<file path="config.mk">
export PLATFORM = sky130hd
export DESIGN_NAME = ls_req_sched
export DESIGN_NICKNAME = d
export VERILOG_FILES = /design/src/rtl/ls_sched_pkg.sv /design/src/rtl/ls_pend_slot.sv /design/src/rtl/ls_req_sched.sv
export SDC_FILE = /design/constraint.sdc
export NUM_CORES = 1
export LEC_CHECK = 0
export ABC_AREA = 1
export CAP_MARGIN = 20
export CORE_UTILIZATION = 35
export CTS_CLUSTER_DIAMETER = 200
export DETAILED_ROUTE_END_ITERATION = 8
export GPL_ROUTABILITY_DRIVEN = 0
export PLACE_DENSITY_LB_ADDON = 0.25
export REMOVE_ABC_BUFFERS = 1
export SLEW_MARGIN = 20
export SYNTH_ARGS = -nofsm -noshare
export SYNTH_HDL_FRONTEND = slang
export SYNTH_SLANG_ARGS = --single-unit
</file>
<file path="constraint.sdc">
create_clock -name clk_main -period 1.5 [get_ports clk_main]
set_clock_uncertainty 0.2 [all_clocks]
set_input_delay 0.375 -clock clk_main [delete_from_list [all_inputs] [get_ports clk_main]]
set_output_delay 0.375 -clock clk_main [all_outputs]
set_load 0.02 [all_outputs]
</file>
<file path="src/rtl/ls_sched_pkg.sv">
// ============================================================================
//  Module      : ls_sched_pkg
//  Description : Shared types and constants for the landscape-sampling
//                request scheduler (FSM state encoding, channel indices,
//                counter-width helper).
//  Revision    : 1.0 - initial release
// ============================================================================
`default_nettype none

package ls_sched_pkg;

  // Scheduler FSM states
  typedef enum logic [1:0] {
    IDLE  = 2'd0,
    PULSE = 2'd1,
    GAP   = 2'd2
  } state_t;

  // Channel indices into the {z, y, x} vectors
  localparam int CH_X = 0;
  localparam int CH_Y = 1;
  localparam int CH_Z = 2;
  localparam int N_CH = 3;

  // Width of the shared pulse/gap down-counter: must hold max(pw, gap)
  function automatic int cnt_width(input int pw, input int gap);
    int m;
    m = (pw > gap) ? pw : gap;
    return $clog2(m + 1);
  endfunction

endpackage

`default_nettype wire

</file>
<file path="src/rtl/ls_pend_slot.sv">
// ============================================================================
//  Module      : ls_pend_slot
//  Description : One channel slot of the request scheduler. Detects rising
//                edges on the raw event input, holds at most one pending
//                event, ages it, and pulses drop for a coalesced or an
//                aged-out event.
//  Revision    : 1.0 - initial release
// ============================================================================
`default_nettype none

module ls_pend_slot #(
  parameter int age_max = 255,
  parameter int bit_age = $clog2(age_max + 1)
) (
  input  logic clk_main,
  input  logic rst_n,
  input  logic raw,
  input  logic grant,
  output logic pend,
  output logic drop
);

  localparam logic [bit_age-1:0] AGE_LIM = bit_age'(age_max);

  logic               r_prev;
  logic               r_pend;
  logic               r_drop;
  logic [bit_age-1:0] r_age;

  logic w_edge;
  logic w_expire;
  logic w_coalesce;

  // A rising edge is a new event; the previous level resets low so a raw
  // input already high out of reset counts as one event.
  assign w_edge = raw & ~r_prev;

  // Age expiry only applies to an event that is not being served this cycle.
  assign w_expire = r_pend & ~grant & (r_age == AGE_LIM);

  // A second event on an occupied, unserved slot is merged into the first.
  // At expiry the new edge instead refills the slot, so only one drop.
  assign w_coalesce = w_edge & r_pend & ~grant & ~w_expire;

  // Pending flag, age counter and drop pulse update
  always_ff @(posedge clk_main or negedge rst_n) begin
    if (!rst_n) begin
      r_prev <= 1'b0;
      r_pend <= 1'b0;
      r_drop <= 1'b0;
      r_age  <= '0;
    end else begin
      r_prev <= raw;
      r_drop <= w_coalesce | w_expire;
      if (w_edge) begin
        r_pend <= 1'b1;
        if (w_coalesce) begin
          // Slot keeps the original event and keeps aging it
          r_age <= r_age + 1'b1;
        end else begin
          // Fresh event: slot was empty, granted, or just expired
          r_age <= '0;
        end
      end else if (grant || w_expire) begin
        r_pend <= 1'b0;
        r_age  <= '0;
      end else if (r_pend) begin
        r_age <= r_age + 1'b1;
      end
    end
  end

  assign pend = r_pend;
  assign drop = r_drop;

endmodule

`default_nettype wire

</file>
<file path="src/rtl/ls_req_sched.sv">
// ============================================================================
//  Module      : ls_req_sched
//  Description : Request scheduler for the landscape-sampling datapath.
//                Collects x/y/z spike events in single-entry slots and
//                issues them one at a time as fixed-width request pulses
//                separated by a minimum idle gap. z is held off while the
//                datapath is rewriting its output memory (busy).
//  Revision    : 1.0 - initial release
// ============================================================================
`default_nettype none

module ls_req_sched
  import ls_sched_pkg::*;
#(
  parameter int pw      = 4,
  parameter int gap     = 2,
  parameter int age_max = 255,
  parameter int bit_age = $clog2(age_max + 1)
) (
  input  logic       clk_main,
  input  logic       rst_n,
  input  logic       raw_x,
  input  logic       raw_y,
  input  logic       raw_z,
  input  logic       busy,
  output logic       request_x,
  output logic       request_y,
  output logic       request_z,
  output logic       drop_x,
  output logic       drop_y,
  output logic       drop_z,
  output logic [2:0] pend
);

  localparam int bit_cnt = cnt_width(pw, gap);

  // Counter reload values; the counter counts down to zero inclusive
  localparam logic [bit_cnt-1:0] CNT_PW  = bit_cnt'(pw - 1);
  localparam logic [bit_cnt-1:0] CNT_GAP = bit_cnt'(gap - 1);

  state_t             r_state;
  logic [bit_cnt-1:0] r_cnt;
  logic [N_CH-1:0]    r_req;
  logic               r_last_y;   // 1: y was the last x/y channel served

  logic [N_CH-1:0] w_raw;
  logic [N_CH-1:0] w_pend;
  logic [N_CH-1:0] w_drop;
  logic [N_CH-1:0] w_grant;
  logic            w_any;

  assign w_raw = {raw_z, raw_y, raw_x};

  // One pending slot per channel
  for (genvar i = 0; i < N_CH; i++) begin : g_slot
    ls_pend_slot #(
      .age_max (age_max),
      .bit_age (bit_age)
    ) u_slot (
      .clk_main (clk_main),
      .rst_n    (rst_n),
      .raw      (w_raw[i]),
      .grant    (w_grant[i]),
      .pend     (w_pend[i]),
      .drop     (w_drop[i])
    );
  end

  // Arbiter: grants only in IDLE; z first when the datapath is not busy,
  // then x/y with the tie going to whichever was not served last.
  always_comb begin
    w_grant = '0;
    if (r_state == IDLE) begin
      if (w_pend[CH_Z] && !busy) begin
        w_grant[CH_Z] = 1'b1;
      end else if (w_pend[CH_X] && w_pend[CH_Y]) begin
        if (r_last_y) begin
          w_grant[CH_X] = 1'b1;
        end else begin
          w_grant[CH_Y] = 1'b1;
        end
      end else if (w_pend[CH_X]) begin
        w_grant[CH_X] = 1'b1;
      end else if (w_pend[CH_Y]) begin
        w_grant[CH_Y] = 1'b1;
      end
    end
  end

  assign w_any = |w_grant;

  // Pulse/gap sequencer with registered request outputs. The pulse always
  // runs its full width once started; busy only affects new grants.
  always_ff @(posedge clk_main or negedge rst_n) begin
    if (!rst_n) begin
      r_state  <= IDLE;
      r_cnt    <= '0;
      r_req    <= '0;
      r_last_y <= 1'b1;
    end else begin
      case (r_state)
        IDLE: begin
          if (w_any) begin
            r_req   <= w_grant;
            r_cnt   <= CNT_PW;
            r_state <= PULSE;
            if (w_grant[CH_X]) begin
              r_last_y <= 1'b0;
            end else if (w_grant[CH_Y]) begin
              r_last_y <= 1'b1;
            end
          end
        end
        PULSE: begin
          if (r_cnt == '0) begin
            r_req <= '0;
            if (gap == 0) begin
              r_state <= IDLE;
            end else begin
              r_cnt   <= CNT_GAP;
              r_state <= GAP;
            end
          end else begin
            r_cnt <= r_cnt - 1'b1;
          end
        end
        GAP: begin
          if (r_cnt == '0) begin
            r_state <= IDLE;
          end else begin
            r_cnt <= r_cnt - 1'b1;
          end
        end
        default: begin
          r_state <= IDLE;
          r_req   <= '0;
          r_cnt   <= '0;
        end
      endcase
    end
  end

  assign request_x = r_req[CH_X];
  assign request_y = r_req[CH_Y];
  assign request_z = r_req[CH_Z];

  assign drop_x = w_drop[CH_X];
  assign drop_y = w_drop[CH_Y];
  assign drop_z = w_drop[CH_Z];

  assign pend = w_pend;

endmodule

`default_nettype wire

</file>
### Word-level counts from Yosys, hierarchy flattened

Index checks and enable logic that the tools add are counted.

* logic and storage cells: 120
* bits of input ports: 6
* output and inout port bits: 9
* flip-flop bits (word level): 42

* multiplexer cells: 40
* equality and inequality tests: 9
* reductions and logical operators: 20
* add/sub/neg operators: 4
* bitwise operators: 31

Operators by type and width (count)
* two-way mux 8 bit: 12
* adder 8 x 1 -> 8 bit, second input constant: 3
* equality test 8 bit, second input constant: 3
* bitwise AND 1 bit: 18
* two-way mux 3 bit: 6
* case mux 3 bit (3 select lines): 2
* two-way mux 1 bit: 14
* two-way mux 2 bit: 5
* inverter 1 bit: 10
* AND reduction 3 bit: 3
* nonzero test 3 bit: 3
* inequality test 2 bit, second input constant: 4
* nonzero test 2 bit: 4
* case mux 2 bit (3 select lines): 1
* logical NOT 3 bit: 1
* logical OR 1 bit: 3
* bitwise OR 1 bit: 3
* OR reduction 3 bit: 1
* subtractor 3 x 1 -> 3 bit, second input constant: 1
* equality test 2 x 1 -> 1 bit, second input constant: 1
* equality test 2 bit, second input constant: 1
* logical AND 1 bit: 2
* logical NOT 2 bit: 1
* AND reduction 2 bit: 1
* logical NOT 1 bit: 1

### Logic depth before layout (Yosys ltp)

Gate-level depths: netlist of run 1.

* depth after elaboration: 12
* gate-level depth with buffers: 9
* mapped depth without buffers: 9

### Cells and area by module

From an unflattened synthesis of run 1, not the netlist that was laid out.

* cells, all modules: 303
* area, all modules: 2327.2 sq um

By module, submodules not included
* ls_pend_slot: cells an instance 75, instances 3, seq. area each 275.3 sq um, area an instance 591.8 sq um
* ls_req_sched: cells an instance 78, instances 1, seq. area each 226.5 sq um, area an instance 551.8 sq um

### Worst setup path after synthesis of run 1

Ideal clock, no wire load.

* kind: reg-to-reg
* from: register g_slot[1].u_slot.r_age[1]
* to: register g_slot[1].u_slot.r_age[5]
* buffers on the path: 0
* setup time: 0.120 ns
* stages on the path, launching flop included: 8
* clock period less this slack: 1.483 ns
* setup slack: 0.017 ns
* arrival: 1.164 ns
* data required time: 1.180 ns
* cell sequence: dfrtp_1 -> ha_1 -> nand2_1 -> nor2_2 -> nand4_2 -> nand2_4 -> nand2_2 -> and3_1

* word-level cells in the longest chain between the ends: 6
* elaborated cells between the ends (all ways): 11
* classes of those cells: add/sub (1); eq/ne (1); mux (4); bitwise (3); reduce/logical (2)

RTL lines
* from (decl): line ls_pend_slot.sv:28 `logic [bit_age-1:0] r_age;`
* from (signal assigned): line ls_pend_slot.sv:59 `r_age <= r_age + 1'b1;`
* from (signal assigned): line ls_pend_slot.sv:68 `r_age <= r_age + 1'b1;`
* parallel branches: the longest is 6 deep, another holds adder 8 x 1 -> 8 bit

Parallel ways; which one is timed is not known. The select of a mux whose other input is x is not followed.
A chain may end at the register's enable or synchronous reset.

### Worst setup path in the final report of run 1

* from: register g_slot[2].u_slot.r_age[1]
* to: register g_slot[2].u_slot.r_age[6]

* word-level cells in the longest chain between the ends: 6
* elaborated cells between the ends (all ways): 11
* classes of those cells: add/sub (1); eq/ne (1); mux (4); bitwise (3); reduce/logical (2)

RTL lines (line)
* from (decl): ls_pend_slot.sv:28
* from (signal assigned): ls_pend_slot.sv:59
* from (signal assigned): ls_pend_slot.sv:68
* parallel branches: the longest is 6 deep, another holds adder 8 x 1 -> 8 bit

Parallel ways; which one is timed is not known. The select of a mux whose other input is x is not followed.

==> flow_summary.ini, run 1 <==
[placement]
io_buffers = 14
placed_area_um2 = 2760
hpwl_um = 3200
pre_cts_ws_ns = -0.473

[yosys]
yosys_warnings = 0
synth.distinct_cells = 32
synthFlopType = dfrtp_1
synth_area_um2 = 2290
synth-seq-cells = 42
synthArstFlopShare_pct = 100
synth_cells = 273
synth_edf_count = 0
avgSynthCellArea_um2 = 8.39
yosysSeqAreaShare_pct = 45.9

[sta]
fmax_ghz = 0.667
rsz0062_at_grt = yes
min_period_over_period_pct = 99.9
tightest_slew_ns = 0.312
slew_viol_final = 0
finalHoldViolations = 0
hold_ws_ns = 0.0437
setup_viol = 0
max_slew_margin_pct = 79.1
period_minus_slack_ns = 1.50
setup_tns_ns = 0
fin_ws_ns = 0.00178

[layout]
seq_area_um2 = 1050
final_util_pct = 50.3
nNetsFinal = 348
multi_input_area_um2 = 1330
syn2layout_area_growth_pct = 39.4
num_antenna_cells = 0
fin_area_um2 = 3190
fill_cells = 577
drive_above_1_share_pct = 43.0

[worst_setup_path]
critPathArrivalTime_ns = 1.48
rr_endpoint = g_slot[2].u_slot.r_age[6]
worstSetupPathType = reg -> reg
reg2reg_from = g_slot[2].u_slot.r_age[1]
cp_slowest_stage_delay_ns = 0.39
crit_start = g_slot[2].u_slot.r_age[1]
crit_required_ns = 1.48
worstPathMaxFanout = 4
rr_worst_depth = 8
critPathSlowestCell = dfrtp_1
crit_chain = ha_4 -> nand2_4 -> nor3_4 -> nand3_2 -> nand2_4 -> nand2_4 -> inv_4 -> nor2_1
crit_path_start_kind = flip-flop
cpMostUsedCell = nand2_4
end_kind = flip-flop
reg2reg_slack_ns = 0.002

[global_route]
grt_start_max_net_pins = 43
use_met2_pct = 23.0
grt_pass1_vias = 1829
globalRouteMet1Util_pct = 18.1
grt.met3_usage_pct = 3.08
grt_pass1_wl_um = 7930
overflow = 0
grt_use_total_pct = 14.0
grt.busiest_layer = met2
grt_antenna_before_repair = 0

[clock_network]
htree_levels = 2
cts_sinks = 42
clockBufferDepth = 2
cts_root_buf = clkbuf_8
clkTransAtPathRegs_ns = 0.08
cts_tree = done
clkLatencyLatePin_ns = 0.29
cts_buffers = 5

[power]
power_per_cell_area_nw_per_um2 = 1790
peakVddDrop_v = 0.000839
leakagePower_uw = 0.00160

[job]
drv_cap = 0

[routing]
routed_wl_um = 4880
drt-initial-drc-count = 70
drc_errors = 0
post_drt_wl_per_cell_um = 11.8
ant_nets = 0
first_pass_iters = 4
vias_per_cell = 4.67
dr_total_vias = 1932

[run_status]
run_status = finished clean

[die]
dieArea_um2 = 6870
die_h_um = 82.9
initial_utilization_pct = 36.1
dieWidth_um = 82.9
rows = 29
io_pins = 15
coreArea_um2 = 6350

[worst_hold_path]
hp-class = in -> reg
hold_end = g_slot[1].u_slot.r_prev
hold_depth = 1
min-delay-start = raw_y
-- cell usage in the layout, fill, tap and decap left out, types with 4 or more instances in the layout --
| cell type | n |
|---|---|
| nand2_1 | 55 |
| dfrtp_1 | 39 |
| buf_4 | 38 |
| inv_1 | 26 |
| nor2_1 | 15 |
| nor2_4 | 12 |
| inv_2 | 11 |
| nand2_2 | 10 |
| xor2_1 | 10 |
| buf_2 | 10 |
| nand2_4 | 9 |
| a21oi_1 | 9 |
| nand3_1 | 8 |
| nor2_2 | 7 |
| o21ai_1 | 7 |
| o21ai_0 | 5 |
| clkbuf_8 | 5 |
| buf_6 | 5 |
| nand3_2 | 4 |
| a21oi_2 | 4 |
-- cell usage after synthesis, types with 2 or more instances --
| library cell | number | share of area (%) |
|---|---|---|
| xor2_1 | 10 | 3.8 |
| nand2_2 | 10 | 2.7 |
| ha_1 | 5 | 2.7 |
| nor2_2 | 6 | 1.6 |
| nand3_2 | 2 | 0.87 |
| o21ai_1 | 5 | 1.1 |
| nand4_1 | 2 | 0.55 |
| nand2_1 | 63 | 10 |
| inv_2 | 8 | 1.3 |
| dfrtp_1 | 41 | 45 |
| nor3_1 | 5 | 1.1 |
| inv_1 | 32 | 5.2 |
| o21ai_0 | 8 | 1.7 |
| nor2_1 | 23 | 3.8 |
| a21boi_0 | 2 | 0.66 |
| a21oi_1 | 13 | 2.8 |
| o21bai_1 | 2 | 0.66 |
| o21ai_2 | 2 | 0.76 |
| nor2_4 | 5 | 2.5 |
| a21oi_4 | 2 | 1.4 |
| nand2_4 | 2 | 0.98 |
| nand3_1 | 13 | 2.8 |
| buf_4 | 3 | 0.98 |
-- sequential cells by signal, indices dropped and copies added, names as in the netlist --
name                  count
r_req                     3
r_last_y                  1
g_slot.u_slot.pend        3
g_slot.u_slot.r_prev      3
r_state                   2
g_slot.u_slot.r_age      24
r_cnt                     3
g_slot.u_slot.drop        3
-- how the worst max path moves through the flow --
stage	end	slack [ns]	cells after the start
3_3_place_gp	g_slot[2].u_slot.r_age[3]	-0.41	9
6_report	g_slot[2].u_slot.r_age[6]	0.002	8
2_1_floorplan	r_cnt[1]	0.008	9
5_1_grt	g_slot[2].u_slot.r_age[6]	-0.09	8
3_5_place_dp	g_slot[2].u_slot.r_age[3]	-0.47	9
4_1_cts	g_slot[2].u_slot.r_age[2]	-0.03	8
-- cells by family after synthesis --
group / after synthesis / share of synthesized area, %
and+or+nand+nor: 136 / 29.7
buffers and inverters: 43 / 7.54
DFF: 42 / 45.9
AOI/OAI and AO/OA: 36 / 9.88
xor gates and xnor gates: 11 / 4.21
adders and majority gates: 5 / 2.73
-- final cells by class --
| class | count | share of cell area, % |
|---|---|---|
| multi-input combinational | 188 | 41.8 |
| sequential | 42 | 33.0 |
| timing repair buffer | 59 | 14.5 |
| inverter | 40 | 4.94 |
| tap | 77 | 3.02 |
| clock buffer | 5 | 2.16 |
| clock inverter | 2 | 0.313 |
| timing repair inverter | 1 | 0.235 |
-- worst max-delay path: cells and delay by family (launching register included) --
family / cells / cell delay, ns
adders and majority gates: 1 / 0.17
buffers and inverters: 1 / 0.07
DFF: 1 / 0.39
and+or+nand+nor: 6 / 0.57
-- layer usage --
metal / vias up / share of wire (%)
li1: 989 / -
met1: 920 / 46
met2: 14 / 51
met3: 9 / 1.5
met4: 0 / 1.9
met5: - / 0
-- stage by stage --
| stage | total power [µW] | instances |
|---|---|---|
| floorplan | 3340 | 270 |
| global placement | 4280 | 394 |
| detailed placement | 4300 | 394 |
| CTS | 5100 | 405 |
| global route | 6170 | 414 |
| finish | 5710 | 414 |
-- power by group --
part	internal (µW)	switching [µW]	total, µW
Sequential	1470	232	1700
Combinational	1450	1850	3300
Clock	313	397	710
-- timing repair --
| action | 4_1_cts | 5_1_grt |
|---|---|---|
| setup buffers | 3 | 8 |
| hold buffers | 1 | 0 |
| endpoints found under the setup margin | 37 | 36 |
| pin swaps | 17 | 23 |
| gates resized for setup | 59 | 60 |
| hold endpoints to repair | 41 | 0 |
| cloned | 0 | 1 |
(Power assumes the default switching activity.)
==> run 2, diff against run 1 <==
--- a/config.mk
+++ b/config.mk
@@ -7,6 +7,7 @@
 export LEC_CHECK = 0
 export ABC_AREA = 1
 export CAP_MARGIN = 20
+export CORE_MARGIN = 2
 export CORE_UTILIZATION = 35
 export CTS_CLUSTER_DIAMETER = 200
 export DETAILED_ROUTE_END_ITERATION = 8
==> flow_summary.ini, run 2 (synthesized netlist as in run 1, its figures left out) <==
[routing]
drc_errors = 0
dr_total_vias = 1938
drt-initial-drc-count = 57
ant_nets = 0
vias_per_cell = 4.68
first_pass_iters = 4
post_drt_wl_per_cell_um = 12.0
routed_wl_um = 4990

[placement]
hpwl_um = 3310
io_buffers = 14
pre_cts_ws_ns = -0.439

[sta]
finalHoldViolations = 0
fin_ws_ns = -0.0517
period_minus_slack_ns = 1.55
tightest_slew_ns = 0.382
fmax_ghz = 0.644
min_period_over_period_pct = 103
max_slew_margin_pct = 74.5
setup_viol = 11
rsz0062_at_grt = yes
slew_viol_final = 0

[worst_setup_path]
worstSetupPathType = reg -> reg
worstPathMaxFanout = 4
critPathArrivalTime_ns = 1.53
crit_required_ns = 1.48
end_kind = flip-flop
crit_path_start_kind = flip-flop
rr_worst_depth = 6

[layout]
nNetsFinal = 347
syn2layout_area_growth_pct = 41.9
final_common_cell = nand2_1
largest_reg_flops = 24
num_antenna_cells = 0
final_cell_mix = nand2_1, dfrtp_1, buf_4
drive_above_1_share_pct = 47.2
top_register = g_slot.u_slot.r_age

[clock_network]
clkLatencyLatePin_ns = 0.30
cts_tree = done
cts_root_buf = clkbuf_8
cts_sinks = 42
clockBufferDepth = 2
htree_levels = 2
clkTransAtPathRegs_ns = 0.08
cts_buffers = 5

[power]
leakagePower_uw = 0.00160
power_per_cell_area_nw_per_um2 = 1810
total_power_uw = 5890
peakVddDrop_v = 0.00104

[global_route]
grt_pass1_vias = 1848
grt_pass1_wl_um = 8250
grt_start_max_net_pins = 22
grt_use_total_pct = 14.3
overflow = 0
grt_antenna_before_repair = 0

[die]
initial_utilization_pct = 36.1
coreArea_um2 = 6350
io_pins = 15
die_h_um = 84.9
dieWidth_um = 84.9
rows = 29
dieArea_um2 = 7210

[job]
drv_cap = 0

[worst_hold_path]
hold_depth = 1
hp-class = in -> reg

[run_status]
run_status = complete, but fails checks
violations = setup timing
==> run 2: metal layers <==
| layer | wire [µm] | part of all wire (%) | global-route usage, % |
|---|---|---|---|
| met3 | 120 | 2.4 | 3.89 |
| met2 | 2600 | 52 | 23.6 |
| met5 | 0 | 0 | 0 |
| met1 | 2200 | 44 | 18.0 |
| met4 | 70 | 1.4 | 5.34 |
==> run 2: stage by stage <==
stage | cells | TNS [ns] | util [%] | area (µm²) | hold WS, ns
2_1_floorplan | 270 | 0 | - | 2270 | -0.121
4_1_cts | 407 | -0.0696 | 46.9 | 2980 | 0.148
3_5_place_dp | 395 | -11.98 | 43.6 | 2770 | 0.119
3_3_place_gp | 395 | -11.47 | 43.6 | 2770 | 0.117
6_report | 414 | -0.344 | 51.2 | 3250 | 0.0428
5_1_grt | 414 | -1.82 | 51.2 | 3250 | 0.0319
==> run 2: layout make-up <==
| type | count | area [µm²] |
|---|---|---|
| sequential | 42 | 1050 |
| multi-input combinational | 188 | 1370 |
| inverter | 40 | 160 |
| timing repair buffer | 59 | 477 |
| tap | 77 | 96.3 |
| clock inverter | 1 | 5.00 |
| clock buffer | 7 | 86.3 |
| fill | 558 | 3100 |
==> run 2: repair_timing <==
| item | CTS | global route |
|---|---|---|
| pin swaps | 20 | 21 |
| setup endpoints to repair | 35 | 38 |
| resized for setup | 69 | 75 |
| hold buffers | 1 | 0 |
| hold endpoints to repair | 11 | 0 |
| setup buffers | 3 | 8 |
==> run 2: worst max-delay path, cell delays in order, from the launching register on <==
cell     delay (ns)
dfrtp_2        0.45
nor2_4         0.21
nand2_4        0.07
nor2_4         0.17
nor2_8         0.06
a21oi_4        0.20
nor2_1         0.07
==> run 2: worst paths after layout <==
check / startpoint / to / slack [ns]
max: r_state[0] / g_slot[1].u_slot.r_age[3] / -0.05
min: raw_y / g_slot[1].u_slot.r_prev / 0.04
max reg2reg: r_state[0] / g_slot[1].u_slot.r_age[3] / -0.05
min reg2reg: r_req[1] / r_req[1] / 0.30
max in group asynchronous: rst_n / g_slot[1].u_slot.r_age[4] / 0.30
min in group asynchronous: rst_n / g_slot[2].u_slot.r_age[6] / 0.33
==> run 2: where the power goes <==
part | total, µW | switching [µW] | internal, µW
Combinational | 3420 | 1920 | 1500
Clock | 762 | 390 | 372
Sequential | 1700 | 232 | 1470
